[config.mk]
export PLATFORM = sky130hd
export DESIGN_NAME = match_game_core
export DESIGN_NICKNAME = d
export VERILOG_FILES = /design/src/rtl/match_game_pkg.sv /design/src/rtl/lfsr16.sv /design/src/rtl/match_game_core.sv
export SDC_FILE = /design/constraint.sdc
export NUM_CORES = 1
export LEC_CHECK = 0
export CELL_PAD_IN_SITES_DETAIL_PLACEMENT = 0
export CELL_PAD_IN_SITES_GLOBAL_PLACEMENT = 1
export CORE_MARGIN = 4
export CORE_UTILIZATION = 40
export CTS_CLUSTER_DIAMETER = 120
export CTS_CLUSTER_SIZE = 10
export DETAILED_ROUTE_END_ITERATION = 16
export DONT_BUFFER_PORTS = 1
export HOLD_SLACK_MARGIN = 0.08
export PLACE_DENSITY_LB_ADDON = 0.05
export SYNTH_ARGS = -nofsm -noshare
export SYNTH_HDL_FRONTEND = slang
export SYNTH_HIERARCHICAL = 1
export SYNTH_SLANG_ARGS = --single-unit
export TNS_END_PERCENT = 20
[constraint.sdc]
create_clock -name Clk -period 2.6 [get_ports Clk]
set_input_delay 0.52 -clock Clk [delete_from_list [all_inputs] [get_ports Clk]]
set_output_delay 0.52 -clock Clk [all_outputs]
set_load 0.1 [all_outputs]
[src/rtl/match_game_pkg.sv]
// rtl/match_game_pkg.sv - shared state encoding and LFSR constants for the match game
package match_game_pkg;

  localparam int LFSR_W = 16;

  // Taps 16,14,13,11 expressed as a mask over bits [15:0]
  localparam logic [LFSR_W-1:0] LFSR_TAPS = 16'hB400;

  typedef enum logic [2:0] {
    ST_IDLE,
    ST_LOCKED,
    ST_ARMED,
    ST_GUESS,
    ST_SCORE,
    ST_DONE
  } state_t;

  function automatic logic lfsr_feedback(input logic [LFSR_W-1:0] q);
    return ^(q & LFSR_TAPS);
  endfunction

endpackage

[src/rtl/lfsr16.sv]
// rtl/lfsr16.sv - free-running 16-bit Fibonacci LFSR
module lfsr16
  import match_game_pkg::*;
#(
  parameter logic [LFSR_W-1:0] SEED = 16'hACE1
) (
  input  logic              Clk,
  input  logic              Rst,
  output logic [LFSR_W-1:0] q
);

  logic [LFSR_W-1:0] r_q;

  // Step once per cycle; reload the seed while in reset
  always_ff @(posedge Clk) begin
    if (Rst) r_q <= SEED;
    else     r_q <= {r_q[LFSR_W-2:0], lfsr_feedback(r_q)};
  end

  assign q = r_q;

endmodule

[src/rtl/match_game_core.sv]
// rtl/match_game_core.sv - N-player timed sequence-matching game controller
module match_game_core
  import match_game_pkg::*;
#(
  parameter int                   NUM_PLAYERS  = 2,
  parameter int                   DATA_W       = 4,
  parameter int                   NUM_ROUNDS   = 4,
  parameter int                   ROUND_CYCLES = 50,
  parameter int                   SCORE_W      = 4,
  parameter int                   PASS_LEN     = 6,
  parameter logic [PASS_LEN-1:0]  PASSWORD     = 6'b111111,
  parameter logic [LFSR_W-1:0]    LFSR_SEED    = 16'hACE1
) (
  input  logic                              Clk,
  input  logic                              Rst,
  input  logic                              Start,
  input  logic                              Pas,
  input  logic                              AcsPas,
  input  logic                              AcsRNG,
  input  logic [NUM_PLAYERS-1:0]            AcsP,
  input  logic [NUM_PLAYERS*DATA_W-1:0]     PIn,
  output logic                              Unlocked,
  output logic [DATA_W-1:0]                 Target,
  output logic [$clog2(ROUND_CYCLES+1)-1:0] TimeLeft,
  output logic [$clog2(NUM_ROUNDS+1)-1:0]   Round,
  output logic [NUM_PLAYERS*SCORE_W-1:0]    Score,
  output logic [NUM_PLAYERS-1:0]            Win,
  output logic                              Tie
);

  localparam int TW = $clog2(ROUND_CYCLES+1);
  localparam int RW = $clog2(NUM_ROUNDS+1);
  localparam int CW = $clog2(PASS_LEN+1);

  state_t r_state, w_next;

  logic                          r_pas_prev, r_rng_prev;
  logic [NUM_PLAYERS-1:0]        r_accp_prev;
  logic [CW-1:0]                 r_bit_cnt;
  logic [PASS_LEN-1:0]           r_shift;
  logic [NUM_PLAYERS-1:0]        r_committed;
  logic [DATA_W-1:0]             r_target;
  logic [TW-1:0]                 r_time;
  logic [RW-1:0]                 r_round;
  logic [NUM_PLAYERS*SCORE_W-1:0] r_score;
  logic [NUM_PLAYERS-1:0]        r_win;
  logic                          r_tie;

  logic                          w_pas_rise, w_rng_rise;
  logic [NUM_PLAYERS-1:0]        w_accp_fall, w_commit;
  logic [PASS_LEN:0]             w_shift_wide;
  logic [PASS_LEN-1:0]           w_shift_next;
  logic                          w_pw_last, w_pw_ok;
  logic                          w_all_done, w_time_up, w_abort, w_unlocked;
  logic [RW-1:0]                 w_round_inc;
  logic [NUM_PLAYERS*SCORE_W-1:0] w_score_next;
  logic [SCORE_W-1:0]            w_max;
  logic [3:0]                    w_nmax;
  logic [NUM_PLAYERS-1:0]        w_win;
  logic                          w_tie;
  logic [LFSR_W-1:0]             w_lfsr;
  logic                          w_lfsr_unused;

  lfsr16 #(.SEED(LFSR_SEED)) u_lfsr (
    .Clk (Clk),
    .Rst (Rst),
    .q   (w_lfsr)
  );

  // Only the low DATA_W bits feed the target
  assign w_lfsr_unused = ^w_lfsr;

  assign w_pas_rise   = AcsPas & ~r_pas_prev;
  assign w_rng_rise   = AcsRNG & ~r_rng_prev;
  assign w_accp_fall  = ~AcsP & r_accp_prev;
  assign w_commit     = w_accp_fall & ~r_committed & {NUM_PLAYERS{r_state == ST_GUESS}};
  assign w_all_done   = &(r_committed | w_commit);
  assign w_time_up    = (r_time == TW'(1));
  assign w_shift_wide = {r_shift, Pas};
  assign w_shift_next = w_shift_wide[PASS_LEN-1:0];
  assign w_pw_last    = (r_bit_cnt == CW'(PASS_LEN-1));
  assign w_pw_ok      = (w_shift_next == PASSWORD);
  assign w_abort      = (r_state != ST_IDLE) && !Start;
  assign w_round_inc  = r_round + RW'(1);

  // Next-state and unlock flag
  always_comb begin
    w_next     = r_state;
    w_unlocked = 1'b0;
    if (w_abort) begin
      w_next = ST_IDLE;
    end else begin
      case (r_state)
        ST_IDLE:   if (Start) w_next = ST_LOCKED;
        ST_LOCKED: if (w_pas_rise && w_pw_last && w_pw_ok) w_next = ST_ARMED;
        ST_ARMED:  if (w_rng_rise) w_next = ST_GUESS;
        ST_GUESS:  if (w_all_done || w_time_up) w_next = ST_SCORE;
        ST_SCORE:  w_next = (w_round_inc == RW'(NUM_ROUNDS)) ? ST_DONE : ST_ARMED;
        ST_DONE:   w_next = ST_DONE;
        default:   w_next = ST_IDLE;
      endcase
    end
    case (r_state)
      ST_ARMED, ST_GUESS, ST_SCORE, ST_DONE: w_unlocked = 1'b1;
      default:                               w_unlocked = 1'b0;
    endcase
  end

  // Score update for this cycle's first commits of matching guesses, saturating
  always_comb begin
    w_score_next = r_score;
    for (int i = 0; i < NUM_PLAYERS; i++) begin
      if (w_commit[i] && (PIn[i*DATA_W +: DATA_W] == r_target) &&
          (r_score[i*SCORE_W +: SCORE_W] != {SCORE_W{1'b1}}))
        w_score_next[i*SCORE_W +: SCORE_W] = r_score[i*SCORE_W +: SCORE_W] + SCORE_W'(1);
    end
  end

  // Winner compare: unique max scorer wins, shared max is a tie
  always_comb begin
    w_max  = '0;
    w_nmax = '0;
    w_win  = '0;
    for (int i = 0; i < NUM_PLAYERS; i++)
      if (r_score[i*SCORE_W +: SCORE_W] > w_max) w_max = r_score[i*SCORE_W +: SCORE_W];
    for (int i = 0; i < NUM_PLAYERS; i++) begin
      if (r_score[i*SCORE_W +: SCORE_W] == w_max) begin
        w_nmax   = w_nmax + 4'd1;
        w_win[i] = 1'b1;
      end
    end
    w_tie = (w_nmax > 4'd1);
    if (w_tie) w_win = '0;
  end

  // State register
  always_ff @(posedge Clk) begin
    if (Rst) r_state <= ST_IDLE;
    else     r_state <= w_next;
  end

  // Datapath: edge history, password shifter, timer, scores, result flags
  always_ff @(posedge Clk) begin
    if (Rst) begin
      r_pas_prev  <= 1'b0;
      r_rng_prev  <= 1'b0;
      r_accp_prev <= '0;
      r_bit_cnt   <= '0;
      r_shift     <= '0;
      r_committed <= '0;
      r_target    <= '0;
      r_time      <= '0;
      r_round     <= '0;
      r_score     <= '0;
      r_win       <= '0;
      r_tie       <= 1'b0;
    end else begin
      r_pas_prev  <= AcsPas;
      r_rng_prev  <= AcsRNG;
      r_accp_prev <= AcsP;
      if (w_abort) begin
        r_time <= '0;
        r_win  <= '0;
        r_tie  <= 1'b0;
      end else begin
        case (r_state)
          ST_IDLE: if (Start) begin
            r_bit_cnt <= '0;
            r_shift   <= '0;
            r_score   <= '0;
            r_round   <= '0;
          end
          ST_LOCKED: if (w_pas_rise) begin
            if (w_pw_last) begin
              r_bit_cnt <= '0;
              r_shift   <= '0;
            end else begin
              r_bit_cnt <= r_bit_cnt + CW'(1);
              r_shift   <= w_shift_next;
            end
          end
          ST_ARMED: if (w_rng_rise) begin
            r_target    <= w_lfsr[DATA_W-1:0];
            r_time      <= TW'(ROUND_CYCLES);
            r_committed <= '0;
          end
          ST_GUESS: begin
            r_time      <= (w_all_done || w_time_up) ? '0 : r_time - TW'(1);
            r_committed <= r_committed | w_commit;
            r_score     <= w_score_next;
          end
          ST_SCORE: begin
            r_round <= w_round_inc;
            r_time  <= '0;
            if (w_round_inc == RW'(NUM_ROUNDS)) begin
              r_win <= w_win;
              r_tie <= w_tie;
            end
          end
          default: ;
        endcase
      end
    end
  end

  assign Unlocked = w_unlocked;
  assign Target   = r_target;
  assign TimeLeft = r_time;
  assign Round    = r_round;
  assign Score    = r_score;
  assign Win      = r_win;
  assign Tie      = r_tie;

endmodule

==> metrics.txt <==
syn_area_per_cell=around 8.8 um2; post_cts resized=0; worst path cell trace=inv_1 > ha_1 > or3b_4 > nand2_1 > ha_1 > nor2b_1 > o211ai_1 > a21oi_1 > or4b_1 > a21oi_1; Worst-Margin Slew=0.576 ns; average routed wire per standard cell=13.6 um; register area share after synthesis=40.0%; number of setup buffers added after CTS=0; DR vias/cell=slightly above 5; DR pass1 iterations=4; drt drc=0; Synth warnings=6; gr usage total=between 10 and 15%; Crit-path slowest cell=or4b_1; Final Routed Wirelength=about 6000 um; post-DP HPWL=4340 um; Synth Net Count=around 350; Relative slew margins=around 60%; final hold vios=0; share of layout cells above drive strength 1=16.7%; GRT overflow=0; top-area cell type share of the netlist area=about two fifths; CP endpoint kind=register; H-Tree Level Count=3; Design Area, Final=approximately 3300 um2; # port buffers=0; Hold WC Path Type=primary input to register; FMAX=between 400 and 500 MHz; CP Class=register to register; I/O pin total=41; period utilisation layout=just over 90%; Area after DPL=roughly 3100 um2; FF-to-FF path depth=10; post-synthesis cell area=approximately 2900 um2; placed insts=approximately 430; Layout Nets=370; worst vdd ir=around 0.46 mV; CP max FO=5; multi-input logic area=around 1600 um2; Setup WS post-layout=between 0.2 and 0.25 ns; number of max-cap violations=0; r2r setup slk=0.23 ns; largest net degree at the start of global routing=between 40 and 50; FF+latch count, synth=57; PD cells=679 nW/um2; post-synth top area cell=dfxtp_1; clock-pin slew on the worst setup and hold paths=approximately 0.06 ns; CP Launch Point=Score[0]; Final Non-Filler Cells=approximately 440; most common cell in the synthesized netlist=dfxtp_1; Die Width=between 90 and 100 um; crit path DAT=2.64 ns; Synth async-reset ratio=0%; total leakage power=between 1 and 1.5 nW; R2R Path Start=Score[0]; CTS tree=yes; slowest stage delay, CP=approximately 0.52 ns; row count=30; Root Buffer=clkbuf_8; Layout Skew=approximately 0.012 ns; # clock sinks=57; Via Count=2235; antenna viol nets, final=0; crit path capture=Tie; # hold bufs at CTS=0; Die H=slightly above 90 um; Post-Synthesis Cells=roughly 330; top cells by count, synth=57 x dfxtp_1, 32 x nor2_1, 26 x a21oi_1; Die ar.=about 8600 um2; ys flop type=dfxtp_1; Fillers=roughly 690; setup TNS=0 ns; status=finished clean; min-delay src=Rst; Synth cell types=56; CP Launch Type=register; Required @ worst endpoint=2.87 ns; GP Congestion=0.781; number of global-route vias before repair=between 2k and 2.5k; Area growth syn-to-layout=14.5%; Worst-Skew Late Latency=0.34 ns; EDFF count, synth=0; RSZ-0062 raised after global routing=false; Antenna Cells=0; Max Root-Sink Buffers=2; Num CTS Buffers=9; most area-consuming cells after synthesis=dfxtp_1 40%, ha_1 4.8%, a21oi_1 4.6%, nor2_1 4.2%, nor2b_1 4.2%; DRT iter0 DRCs=65; first-pass GRT wire length=between 10000 and 15000 um; core footprint=roughly 7000 um2; Initial Util=between 40% and 50%; Final Max Tran Viols=0; antenna violations before repair=0; Final setup viols=0; post-route minimum period=between 2 and 2.5 ns; FF/Latch Area=roughly 1200 um2; Worst R2R End=Tie; pre-CTS setup slack=~0.25 ns
## sequential cells by signal, indices dropped and copies added, names as in the netlist
register	cells
r_state	3
Tie	1
r_accp_prev	2
r_rng_prev	1
u_lfsr/q	16
r_pas_prev	1
r_bit_cnt	3
Target	4
Round	3
Score	8
r_shift	5
r_committed	2
TimeLeft	6
Win	2
## report_power, final
part	leakage [nW]	switching (mW)	internal, mW
combinational	0.674	0.300	0.138
sequential	0.468	0.0447	0.915
clock	0.0929	0.376	0.445
total	1.24	0.720	1.50
## per-stage QoR
| stage | hold WS [ns] | power (mW) | utilization [%] |
|---|---|---|---|
| 2_1_floorplan | 0.383 | 1.35 | - |
| 3_3_place_gp | 0.391 | 1.42 | 44.7 |
| 3_5_place_dp | 0.391 | 1.42 | 44.7 |
| 4_1_cts | 0.223 | 2.26 | 47.6 |
| 5_1_grt | 0.218 | 2.34 | 47.6 |
| 6_report | 0.245 | 2.22 | 47.6 |
## cells by family after synthesis
logic type / synth area share (%)
and+or+nand+nor: 28.3
AOI/OAI and AO/OA: 13.5
DFF: 40.0
buffers and inverters: 5.22
xor gates and xnor gates: 6.09
adders and majority gates: 4.82
muxes: 2.10
## worst min-delay path by stage
stage,cells after the start,slack [ns],endpoint
global route,1,0.22,Score[0]
CTS,1,0.22,Score[0]
finish,1,0.24,Score[0]
detailed placement,1,0.39,u_lfsr/q[5]
global placement,1,0.39,u_lfsr/q[10]
floorplan,1,0.38,u_lfsr/q[10]
## layer usage
layer  share of wire [%]  GRT usage [%]  vias to the layer above
met5                   0              0                        -
met3                 4.6           5.61                        9
met4                 1.1           4.83                        0
met1                  48           19.1                     1024
met2                  46           23.3                       31
li1                    -              -                     1171
## area by class of cell
| type | count | share of cell area [%] |
|---|---|---|
| Multi-Input combinational cell | 238 | 47.9 |
| Timing Repair Buffer | 26 | 5.97 |
| Inverter | 11 | 1.26 |
| Tap cell | 96 | 3.68 |
| Clock inverter | 6 | 2.07 |
| Clock buffer | 10 | 3.91 |
| Sequential cell | 57 | 35.2 |
## critical path, delay by kind of cell (launching register included)
kind / cells / cell delay, ns
AOI/OAI and AO/OA: 3 / 0.41
DFF: 1 / 0.34
buffers and inverters: 1 / 0.07
adders and majority gates: 2 / 0.38
and+or+nand+nor: 4 / 1.12
## cell usage in the layout (no fill, tap or decap), types with 9 or more instances in the layout
master / synthesis / layout
a21oi_1: 26 / 26
buf_4: 2 / 26
clkbuf_8: 0 / 9
dfxtp_1: 57 / 53
ha_1: 11 / 11
inv_1: 11 / 11
nand2_1: 15 / 15
nor2_1: 32 / 32
nor2b_1: 19 / 19
nor3_1: 9 / 9
xor2_1: 12 / 12
(Power assumes the default switching activity.)
